### src/rtl/riscv_pkg.sv
// Shared RISC-V datapath constants and ALU opcode encodings.
package riscv_pkg;

    localparam int unsigned XLEN   = 32;
    localparam int unsigned CTRL_W = 4;
    localparam int unsigned REG_AW = 5;

    localparam logic [3:0] ALU_ADD = 4'b0000;
    localparam logic [3:0] ALU_SUB = 4'b0001;
    localparam logic [3:0] ALU_AND = 4'b0010;
    localparam logic [3:0] ALU_OR  = 4'b0011;
    localparam logic [3:0] ALU_XOR = 4'b0100;
    localparam logic [3:0] ALU_SLL = 4'b0101;
    localparam logic [3:0] ALU_SRL = 4'b0110;
    localparam logic [3:0] ALU_SRA = 4'b0111;
    localparam logic [3:0] ALU_SLT = 4'b1000;

endpackage

### src/rtl/id_ex_stage_if.sv
// ID/EX boundary bundle: decode-side inputs, forwarding sources and ALU-side handshake.
interface id_ex_stage_if
    import riscv_pkg::*;
#(
    parameter int unsigned XLEN   = riscv_pkg::XLEN,
    parameter int unsigned CTRL_W = riscv_pkg::CTRL_W
);

    logic                in_valid;
    logic                in_ready;
    logic [XLEN-1:0]     rs1_data;
    logic [XLEN-1:0]     rs2_data;
    logic [XLEN-1:0]     imm;
    logic [REG_AW-1:0]   rs1_addr;
    logic [REG_AW-1:0]   rs2_addr;
    logic [REG_AW-1:0]   rd_addr;
    logic [CTRL_W-1:0]   alu_ctrl_in;
    logic                alu_src_imm;
    logic                reg_write_in;
    logic                flush;

    logic                exmem_we;
    logic [REG_AW-1:0]   exmem_rd;
    logic [XLEN-1:0]     exmem_result;
    logic                memwb_we;
    logic [REG_AW-1:0]   memwb_rd;
    logic [XLEN-1:0]     memwb_result;

    logic                out_valid;
    logic                out_ready;
    logic [XLEN-1:0]     alu_a;
    logic [XLEN-1:0]     alu_b;
    logic [CTRL_W-1:0]   alu_ctrl;
    logic [REG_AW-1:0]   rd_out;
    logic                reg_write_out;

    // Environment side: decode, later pipeline stages and the ALU consumer.
    modport master (
        output in_valid, rs1_data, rs2_data, imm, rs1_addr, rs2_addr, rd_addr,
               alu_ctrl_in, alu_src_imm, reg_write_in, flush,
               exmem_we, exmem_rd, exmem_result, memwb_we, memwb_rd, memwb_result,
               out_ready,
        input  in_ready, out_valid, alu_a, alu_b, alu_ctrl, rd_out, reg_write_out
    );

    // Pipeline register side.
    modport slave (
        input  in_valid, rs1_data, rs2_data, imm, rs1_addr, rs2_addr, rd_addr,
               alu_ctrl_in, alu_src_imm, reg_write_in, flush,
               exmem_we, exmem_rd, exmem_result, memwb_we, memwb_rd, memwb_result,
               out_ready,
        output in_ready, out_valid, alu_a, alu_b, alu_ctrl, rd_out, reg_write_out
    );

endinterface

### src/rtl/id_ex_stage_fwd_mux.sv
// Operand forwarding select: EX/MEM beats MEM/WB, x0 is never forwarded.
module fwd_mux
    import riscv_pkg::*;
#(
    parameter int unsigned XLEN = riscv_pkg::XLEN
) (
    input  logic [REG_AW-1:0] rs_addr,
    input  logic [XLEN-1:0]   rs_data,
    input  logic              exmem_we,
    input  logic [REG_AW-1:0] exmem_rd,
    input  logic [XLEN-1:0]   exmem_result,
    input  logic              memwb_we,
    input  logic [REG_AW-1:0] memwb_rd,
    input  logic [XLEN-1:0]   memwb_result,
    output logic [XLEN-1:0]   fwd
);

    logic rs_nonzero;

    assign rs_nonzero = (rs_addr != REG_AW'(0));

    // Priority select of the youngest producer of this source register.
    always_comb begin
        fwd = rs_data;
        if (exmem_we && (exmem_rd == rs_addr) && rs_nonzero) begin
            fwd = exmem_result;
        end else if (memwb_we && (memwb_rd == rs_addr) && rs_nonzero) begin
            fwd = memwb_result;
        end
    end

endmodule

### src/rtl/id_ex_stage.sv
// ID/EX pipeline register with valid/ready handshake and operand forwarding.
module id_ex_stage
    import riscv_pkg::*;
#(
    parameter int unsigned XLEN   = riscv_pkg::XLEN,
    parameter int unsigned CTRL_W = riscv_pkg::CTRL_W
) (
    input  logic          clk,
    input  logic          rst,
    id_ex_stage_if.slave  bus
);

    logic                valid_q;
    logic [XLEN-1:0]     rs1_q;
    logic [XLEN-1:0]     rs2_q;
    logic [XLEN-1:0]     imm_q;
    logic [REG_AW-1:0]   rs1_addr_q;
    logic [REG_AW-1:0]   rs2_addr_q;
    logic [REG_AW-1:0]   rd_q;
    logic [CTRL_W-1:0]   ctrl_q;
    logic                src_imm_q;
    logic                reg_write_q;

    logic                in_ready_c;
    logic                capture;
    logic                stall;
    logic [XLEN-1:0]     fwd1;
    logic [XLEN-1:0]     fwd2;

    assign in_ready_c = !valid_q || bus.out_ready;
    assign capture    = bus.in_valid && in_ready_c;
    assign stall      = valid_q && !bus.out_ready;

    fwd_mux #(.XLEN(XLEN)) u_fwd_rs1 (
        .rs_addr      (rs1_addr_q),
        .rs_data      (rs1_q),
        .exmem_we     (bus.exmem_we),
        .exmem_rd     (bus.exmem_rd),
        .exmem_result (bus.exmem_result),
        .memwb_we     (bus.memwb_we),
        .memwb_rd     (bus.memwb_rd),
        .memwb_result (bus.memwb_result),
        .fwd          (fwd1)
    );

    fwd_mux #(.XLEN(XLEN)) u_fwd_rs2 (
        .rs_addr      (rs2_addr_q),
        .rs_data      (rs2_q),
        .exmem_we     (bus.exmem_we),
        .exmem_rd     (bus.exmem_rd),
        .exmem_result (bus.exmem_result),
        .memwb_we     (bus.memwb_we),
        .memwb_rd     (bus.memwb_rd),
        .memwb_result (bus.memwb_result),
        .fwd          (fwd2)
    );

    // Pipeline register: reset > flush > capture > drain/stall refresh.
    always_ff @(posedge clk) begin
        if (rst) begin
            valid_q     <= 1'b0;
            rs1_q       <= XLEN'(0);
            rs2_q       <= XLEN'(0);
            imm_q       <= XLEN'(0);
            rs1_addr_q  <= REG_AW'(0);
            rs2_addr_q  <= REG_AW'(0);
            rd_q        <= REG_AW'(0);
            ctrl_q      <= CTRL_W'(ALU_ADD);
            src_imm_q   <= 1'b0;
            reg_write_q <= 1'b0;
        end else if (bus.flush) begin
            valid_q     <= 1'b0;
            reg_write_q <= 1'b0;
        end else if (capture) begin
            valid_q     <= 1'b1;
            rs1_q       <= bus.rs1_data;
            rs2_q       <= bus.rs2_data;
            imm_q       <= bus.imm;
            rs1_addr_q  <= bus.rs1_addr;
            rs2_addr_q  <= bus.rs2_addr;
            rd_q        <= bus.rd_addr;
            ctrl_q      <= bus.alu_ctrl_in;
            src_imm_q   <= bus.alu_src_imm;
            reg_write_q <= bus.reg_write_in;
        end else if (stall) begin
            // Latch forwarded operands so they outlive their producer retiring.
            rs1_q <= fwd1;
            rs2_q <= fwd2;
        end else if (valid_q) begin
            valid_q <= 1'b0;
        end
    end

    assign bus.in_ready      = in_ready_c;
    assign bus.out_valid     = valid_q;
    assign bus.alu_a         = fwd1;
    assign bus.alu_b         = src_imm_q ? imm_q : fwd2;
    assign bus.alu_ctrl      = ctrl_q;
    assign bus.rd_out        = rd_q;
    assign bus.reg_write_out = valid_q && reg_write_q;

endmodule

### src/flat_wrapper.sv
// flat-port wrapper written by rule: the top's interface ports become plain ports
module id_ex_stage_flat import riscv_pkg::*;
#(
    parameter int unsigned XLEN   = riscv_pkg::XLEN,
    parameter int unsigned CTRL_W = riscv_pkg::CTRL_W
)
  (clk, rst, bus_in_valid, bus_rs1_data, bus_rs2_data, bus_imm, bus_rs1_addr, bus_rs2_addr, bus_rd_addr, bus_alu_ctrl_in, bus_alu_src_imm, bus_reg_write_in, bus_flush, bus_exmem_we, bus_exmem_rd, bus_exmem_result, bus_memwb_we, bus_memwb_rd, bus_memwb_result, bus_out_ready, bus_in_ready, bus_out_valid, bus_alu_a, bus_alu_b, bus_alu_ctrl, bus_rd_out, bus_reg_write_out);
  id_ex_stage_if #(.XLEN(XLEN), .CTRL_W(CTRL_W)) bus_i ();
  input  logic clk;
  input  logic rst;
  input wire logic [$bits(bus_i.in_valid)-1:0] bus_in_valid;
  input wire logic [$bits(bus_i.rs1_data)-1:0] bus_rs1_data;
  input wire logic [$bits(bus_i.rs2_data)-1:0] bus_rs2_data;
  input wire logic [$bits(bus_i.imm)-1:0] bus_imm;
  input wire logic [$bits(bus_i.rs1_addr)-1:0] bus_rs1_addr;
  input wire logic [$bits(bus_i.rs2_addr)-1:0] bus_rs2_addr;
  input wire logic [$bits(bus_i.rd_addr)-1:0] bus_rd_addr;
  input wire logic [$bits(bus_i.alu_ctrl_in)-1:0] bus_alu_ctrl_in;
  input wire logic [$bits(bus_i.alu_src_imm)-1:0] bus_alu_src_imm;
  input wire logic [$bits(bus_i.reg_write_in)-1:0] bus_reg_write_in;
  input wire logic [$bits(bus_i.flush)-1:0] bus_flush;
  input wire logic [$bits(bus_i.exmem_we)-1:0] bus_exmem_we;
  input wire logic [$bits(bus_i.exmem_rd)-1:0] bus_exmem_rd;
  input wire logic [$bits(bus_i.exmem_result)-1:0] bus_exmem_result;
  input wire logic [$bits(bus_i.memwb_we)-1:0] bus_memwb_we;
  input wire logic [$bits(bus_i.memwb_rd)-1:0] bus_memwb_rd;
  input wire logic [$bits(bus_i.memwb_result)-1:0] bus_memwb_result;
  input wire logic [$bits(bus_i.out_ready)-1:0] bus_out_ready;
  output wire logic [$bits(bus_i.in_ready)-1:0] bus_in_ready;
  output wire logic [$bits(bus_i.out_valid)-1:0] bus_out_valid;
  output wire logic [$bits(bus_i.alu_a)-1:0] bus_alu_a;
  output wire logic [$bits(bus_i.alu_b)-1:0] bus_alu_b;
  output wire logic [$bits(bus_i.alu_ctrl)-1:0] bus_alu_ctrl;
  output wire logic [$bits(bus_i.rd_out)-1:0] bus_rd_out;
  output wire logic [$bits(bus_i.reg_write_out)-1:0] bus_reg_write_out;
  assign bus_i.in_valid = bus_in_valid;
  assign bus_i.rs1_data = bus_rs1_data;
  assign bus_i.rs2_data = bus_rs2_data;
  assign bus_i.imm = bus_imm;
  assign bus_i.rs1_addr = bus_rs1_addr;
  assign bus_i.rs2_addr = bus_rs2_addr;
  assign bus_i.rd_addr = bus_rd_addr;
  assign bus_i.alu_ctrl_in = bus_alu_ctrl_in;
  assign bus_i.alu_src_imm = bus_alu_src_imm;
  assign bus_i.reg_write_in = bus_reg_write_in;
  assign bus_i.flush = bus_flush;
  assign bus_i.exmem_we = bus_exmem_we;
  assign bus_i.exmem_rd = bus_exmem_rd;
  assign bus_i.exmem_result = bus_exmem_result;
  assign bus_i.memwb_we = bus_memwb_we;
  assign bus_i.memwb_rd = bus_memwb_rd;
  assign bus_i.memwb_result = bus_memwb_result;
  assign bus_i.out_ready = bus_out_ready;
  assign bus_in_ready = bus_i.in_ready;
  assign bus_out_valid = bus_i.out_valid;
  assign bus_alu_a = bus_i.alu_a;
  assign bus_alu_b = bus_i.alu_b;
  assign bus_alu_ctrl = bus_i.alu_ctrl;
  assign bus_rd_out = bus_i.rd_out;
  assign bus_reg_write_out = bus_i.reg_write_out;
  id_ex_stage #(.XLEN(XLEN), .CTRL_W(CTRL_W)) u_core (.clk(clk), .rst(rst), .bus(bus_i));
endmodule
### config.mk
export PLATFORM = sky130hd
export DESIGN_NAME = id_ex_stage_flat
export DESIGN_NICKNAME = d
export VERILOG_FILES = /design/src/rtl/riscv_pkg.sv /design/src/rtl/id_ex_stage_if.sv /design/src/rtl/id_ex_stage_fwd_mux.sv /design/src/rtl/id_ex_stage.sv /design/src/flat_wrapper.sv
export SDC_FILE = /design/constraint.sdc
export NUM_CORES = 1
export LEC_CHECK = 0
export BUFFER_PORTS_ARGS = -buffer_cell sky130_fd_sc_hd__buf_2
export CORE_MARGIN = 8
export CORE_UTILIZATION = 55
export DETAILED_ROUTE_END_ITERATION = 8
export GPL_TIMING_DRIVEN = 1
export PLACE_DENSITY_LB_ADDON = 0.25
export SLEW_MARGIN = 20
export SYNTH_ARGS = -nofsm -noshare
export SYNTH_HDL_FRONTEND = slang
export SYNTH_HIERARCHICAL = 1
export SYNTH_SLANG_ARGS = --single-unit
### constraint.sdc
create_clock -name clk -period 3.4 [get_ports clk]
set_input_delay 0.51 -clock clk [delete_from_list [all_inputs] [get_ports clk]]
set_output_delay 0.51 -clock clk [all_outputs]
set_load 0.1 [all_outputs]
==> run_results.csv <==
group,metric,value,unit
run_status,status,"finished, final reports clean",
power_and_ir_drop,power_switching,1.75,mW
yosys,synth-compound-area-share,32.0,%
power_and_ir_drop,seqPwrFrac,31.9,%
yosys,syn_area,7500,um^2
yosys,synthCells,973,
power_and_ir_drop,power.density,470,nW/um^2
floorplan,dieArea,17600,um^2
clock_network,cts_inserted_buffers,17,
timing,tns,0,ps
yosys,ys_ff_latch,118,
yosys,seq_area_frac_synth,31.5,%
global_routing,overflow,0,
power_and_ir_drop,p_sw_share,36.6,%
global_routing,gr-usage-all-layers,32.0,%
global_routing,antenna_found_initial,3,
yosys,synth_edf_count,0,
timing,rsz0062_at_grt,"no",
timing,period_minus_slack,3350,ps
power_and_ir_drop,intPower,3.03,mW
timing,setup_violations,0,
timing,max_freq,0.299,GHz
floorplan,dieHeight,133,um
timing,max_slew_margin,40.6,%
timing,skew,7.73,ps
layout,layout_common_cells,"buf_2 (216), dfxtp_1 (117), a21oi_1 (116), o21ai_0 (79), inv_1 (65)",
floorplan,dieWidth,133,um
timing,drv_slew,0,
worst_setup_path,setup.worst_path.class,"reg -> out",
layout,final_common_cell,"buf_2",
worst_setup_path,required,2890,ps
worst_setup_path,endpoint_kind,"output pin",
layout,drive_gt1_share,39.2,%
min_path,hold_path.class,"in -> reg",
clock_network,clk_pin_slew,60,ps
timing,finalCritPeriodShare,98.5,%
detailed_routing,antenna_left,0,
clock_network,clkLatencyLatePin,420,ps
yosys,synth_fp_nets,1171,
detailed_routing,wirelength,29500,um
yosys,yosys_warnings,6,
timing,worst_pin_slew,891,ps
worst_setup_path,path_max_fanout,42,
worst_setup_path,cp-start-kind,"flip-flop",
detailed_routing,viasPerCell,6.42,
power_and_ir_drop,power_leakage,4.14,nW
global_routing,grt_max_degree,65,
power_and_ir_drop,power_frac_clock,36.7,%
yosys,ys_async_sr_fraction,0,%
yosys,synth_xor_area_share,2.33,%
yosys,synth_mux_area_share,4.80,%
global_routing,grt_pass1_vias,8506,
floorplan,core-area,13300,um^2
clock_network,cts_htree_levels,4,
placed_design,place.gp.congestion,0.953,
detailed_routing,routedWlPerCell,21.5,um
layout,final_nets,1379,
yosys,synthAdderAreaFrac,0,%
detailed_routing,firstDrtPassIters,8,
timing,hold_viol_final,0,
yosys,synth_top_family_by_area,"compound AO/OA/AOI/OAI gates",
worst_setup_path,worstPathArrival,2840,ps
clock_network,cts_hold_buf,0,
layout,area_growth_syn_to_layout,35.7,%
floorplan,std_cell_rows,42,
job,drv_cap,0,
power_and_ir_drop,peakVddDrop,0.404,mV
yosys,synth.distinct_cells,32,
floorplan,ioPinCount,274,
floorplan,start_util,56.4,%
detailed_routing,vias,8810,
placed_design,dpl.hpwl,20300,um
yosys,synthFlopType,"dfxtp_1",
clock_network,cts_buffer_depth,2,
detailed_routing,drc,0,
clock_network,cts_root_buffer,"clkbuf_16",
yosys,postSynthAreaPerCell,7.71,um^2
global_routing,grt_pass1_wl,46200,um
power_and_ir_drop,pwr-share-comb,31.4,%
timing,timing.hold.ws,335,ps
clock_network,cts_sinks,118,
yosys,synth-simple-area-share,17.9,%
detailed_routing,drt_iter0_drc,1102,
clock_network,cts_tree,"done",
placed_design,io_buffers,273,
## power groups by stage
stage                     Combinational [mW]  Clock [mW]  Sequential (mW)
after floorplan                        0.980           0             1.57
after CTS                               1.48        1.76             1.52
after global placement                  1.46           0             1.55
after global routing                    1.57        1.83             1.53
final                                   1.50        1.76             1.53
after detailed placement                1.47           0             1.55
## Yosys cell counts (2+ instances only)
master | instances | share of area, %
a211oi_1 | 2 | 0.20
a21oi_1 | 116 | 7.7
a31oi_1 | 64 | 5.3
buf_2 | 32 | 2.1
buf_4 | 8 | 0.80
buf_6 | 16 | 2.4
clkbuf_1 | 49 | 2.5
clkbuf_2 | 6 | 0.40
dfxtp_1 | 118 | 31
inv_1 | 65 | 3.3
mux2_2 | 32 | 4.8
nand3_1 | 53 | 3.5
nand4_1 | 2 | 0.17
nand4_2 | 2 | 0.33
nor2_1 | 64 | 3.2
nor2b_1 | 2 | 0.17
nor3_1 | 64 | 4.3
o211ai_4 | 4 | 1.1
o21ai_0 | 79 | 5.3
o21ai_1 | 38 | 2.5
o221a_1 | 15 | 2.3
o221a_2 | 49 | 7.4
or2_1 | 2 | 0.17
or3_1 | 56 | 4.7
or3_2 | 8 | 0.80
or4_4 | 2 | 0.30
xnor2_1 | 20 | 2.3
## flip-flops by register name, indices dropped and copies added, names as in the netlist
register	cells
u_core/bus.out_valid	1
u_core/bus.alu_ctrl	4
u_core/rs1_q	32
u_core/rs2_q	32
u_core/rs1_addr_q	5
u_core/rs2_addr_q	5
u_core/reg_write_q	1
u_core/imm_q	32
u_core/src_imm_q	1
u_core/bus.rd_out	5
## final timing paths
path,start,end,slack (ps),cells after the start
max,u_core/rs2_addr_q[2]$_SDFFE_PP0P_,bus_alu_b[14],50,7
max reg2reg,u_core/rs1_addr_q[2]$_SDFFE_PP0P_,u_core/rs1_q[11]$_SDFFE_PP0P_,920,8
min,bus_imm[12],u_core/imm_q[12]$_SDFFE_PP0P_,340,3
min reg2reg,u_core/bus.alu_ctrl[0]$_SDFFE_PP0P_,u_core/bus.alu_ctrl[0]$_SDFFE_PP0P_,470,2
## cell families (layout without fill, tap and decap cells)
logic type,count (synthesis),count (layout)
xor gates and xnor gates,20,20
buffers and inverters,177,398
DFF,118,118
other,0,2
and+or+nand+nor,258,258
muxes,32,32
AOI/OAI and AO/OA,368,368
## metal layers
layer	global-route usage, %	part of all wire [%]
met1	38.0	39
met2	50.9	46
met3	11.0	11
met4	14.6	4.0
met5	0	0.034
## area by class of cell
class | instances | area, um^2
flip-flops and latches | 118 | 2360
fillers | 984 | 3110
inverters | 66 | 248
repair buffers | 300 | 2270
multi-input cells | 678 | 4500
clock buffers | 19 | 433
clock inverters | 13 | 134
well taps | 176 | 220
diodes | 2 | 5.00
## what timing repair did
item                                    CTS  global route
gates resized for setup                   0            19
endpoints found under the setup margin    0            19
endpoints found under the hold margin     0             0
buffers inserted                          0             1
## critical path: stages (launching register included)
cell and delay, ps:
dfxtp_1 350, or4_4 590, o211ai_4 210, buf_12 210
o21ai_0 130, a31oi_1 340, mux2_2 230, clkbuf_4 330
## through the flow
step / power, mW / setup WS (ps) / util [%] / area [um^2] / instances
floorplan: 2.55 / 435 / - / 7700 / 973
global placement: 3.01 / 304 / 71.9 / 9550 / 1337
detailed placement: 3.02 / 246 / 71.9 / 9550 / 1337
CTS: 4.76 / 1.35 / 76.1 / 10100 / 1369
global route: 4.93 / 2.88 / 76.6 / 10200 / 1372
finish: 4.78 / 51.6 / 76.6 / 10200 / 1372
(Power assumes the default switching activity.)
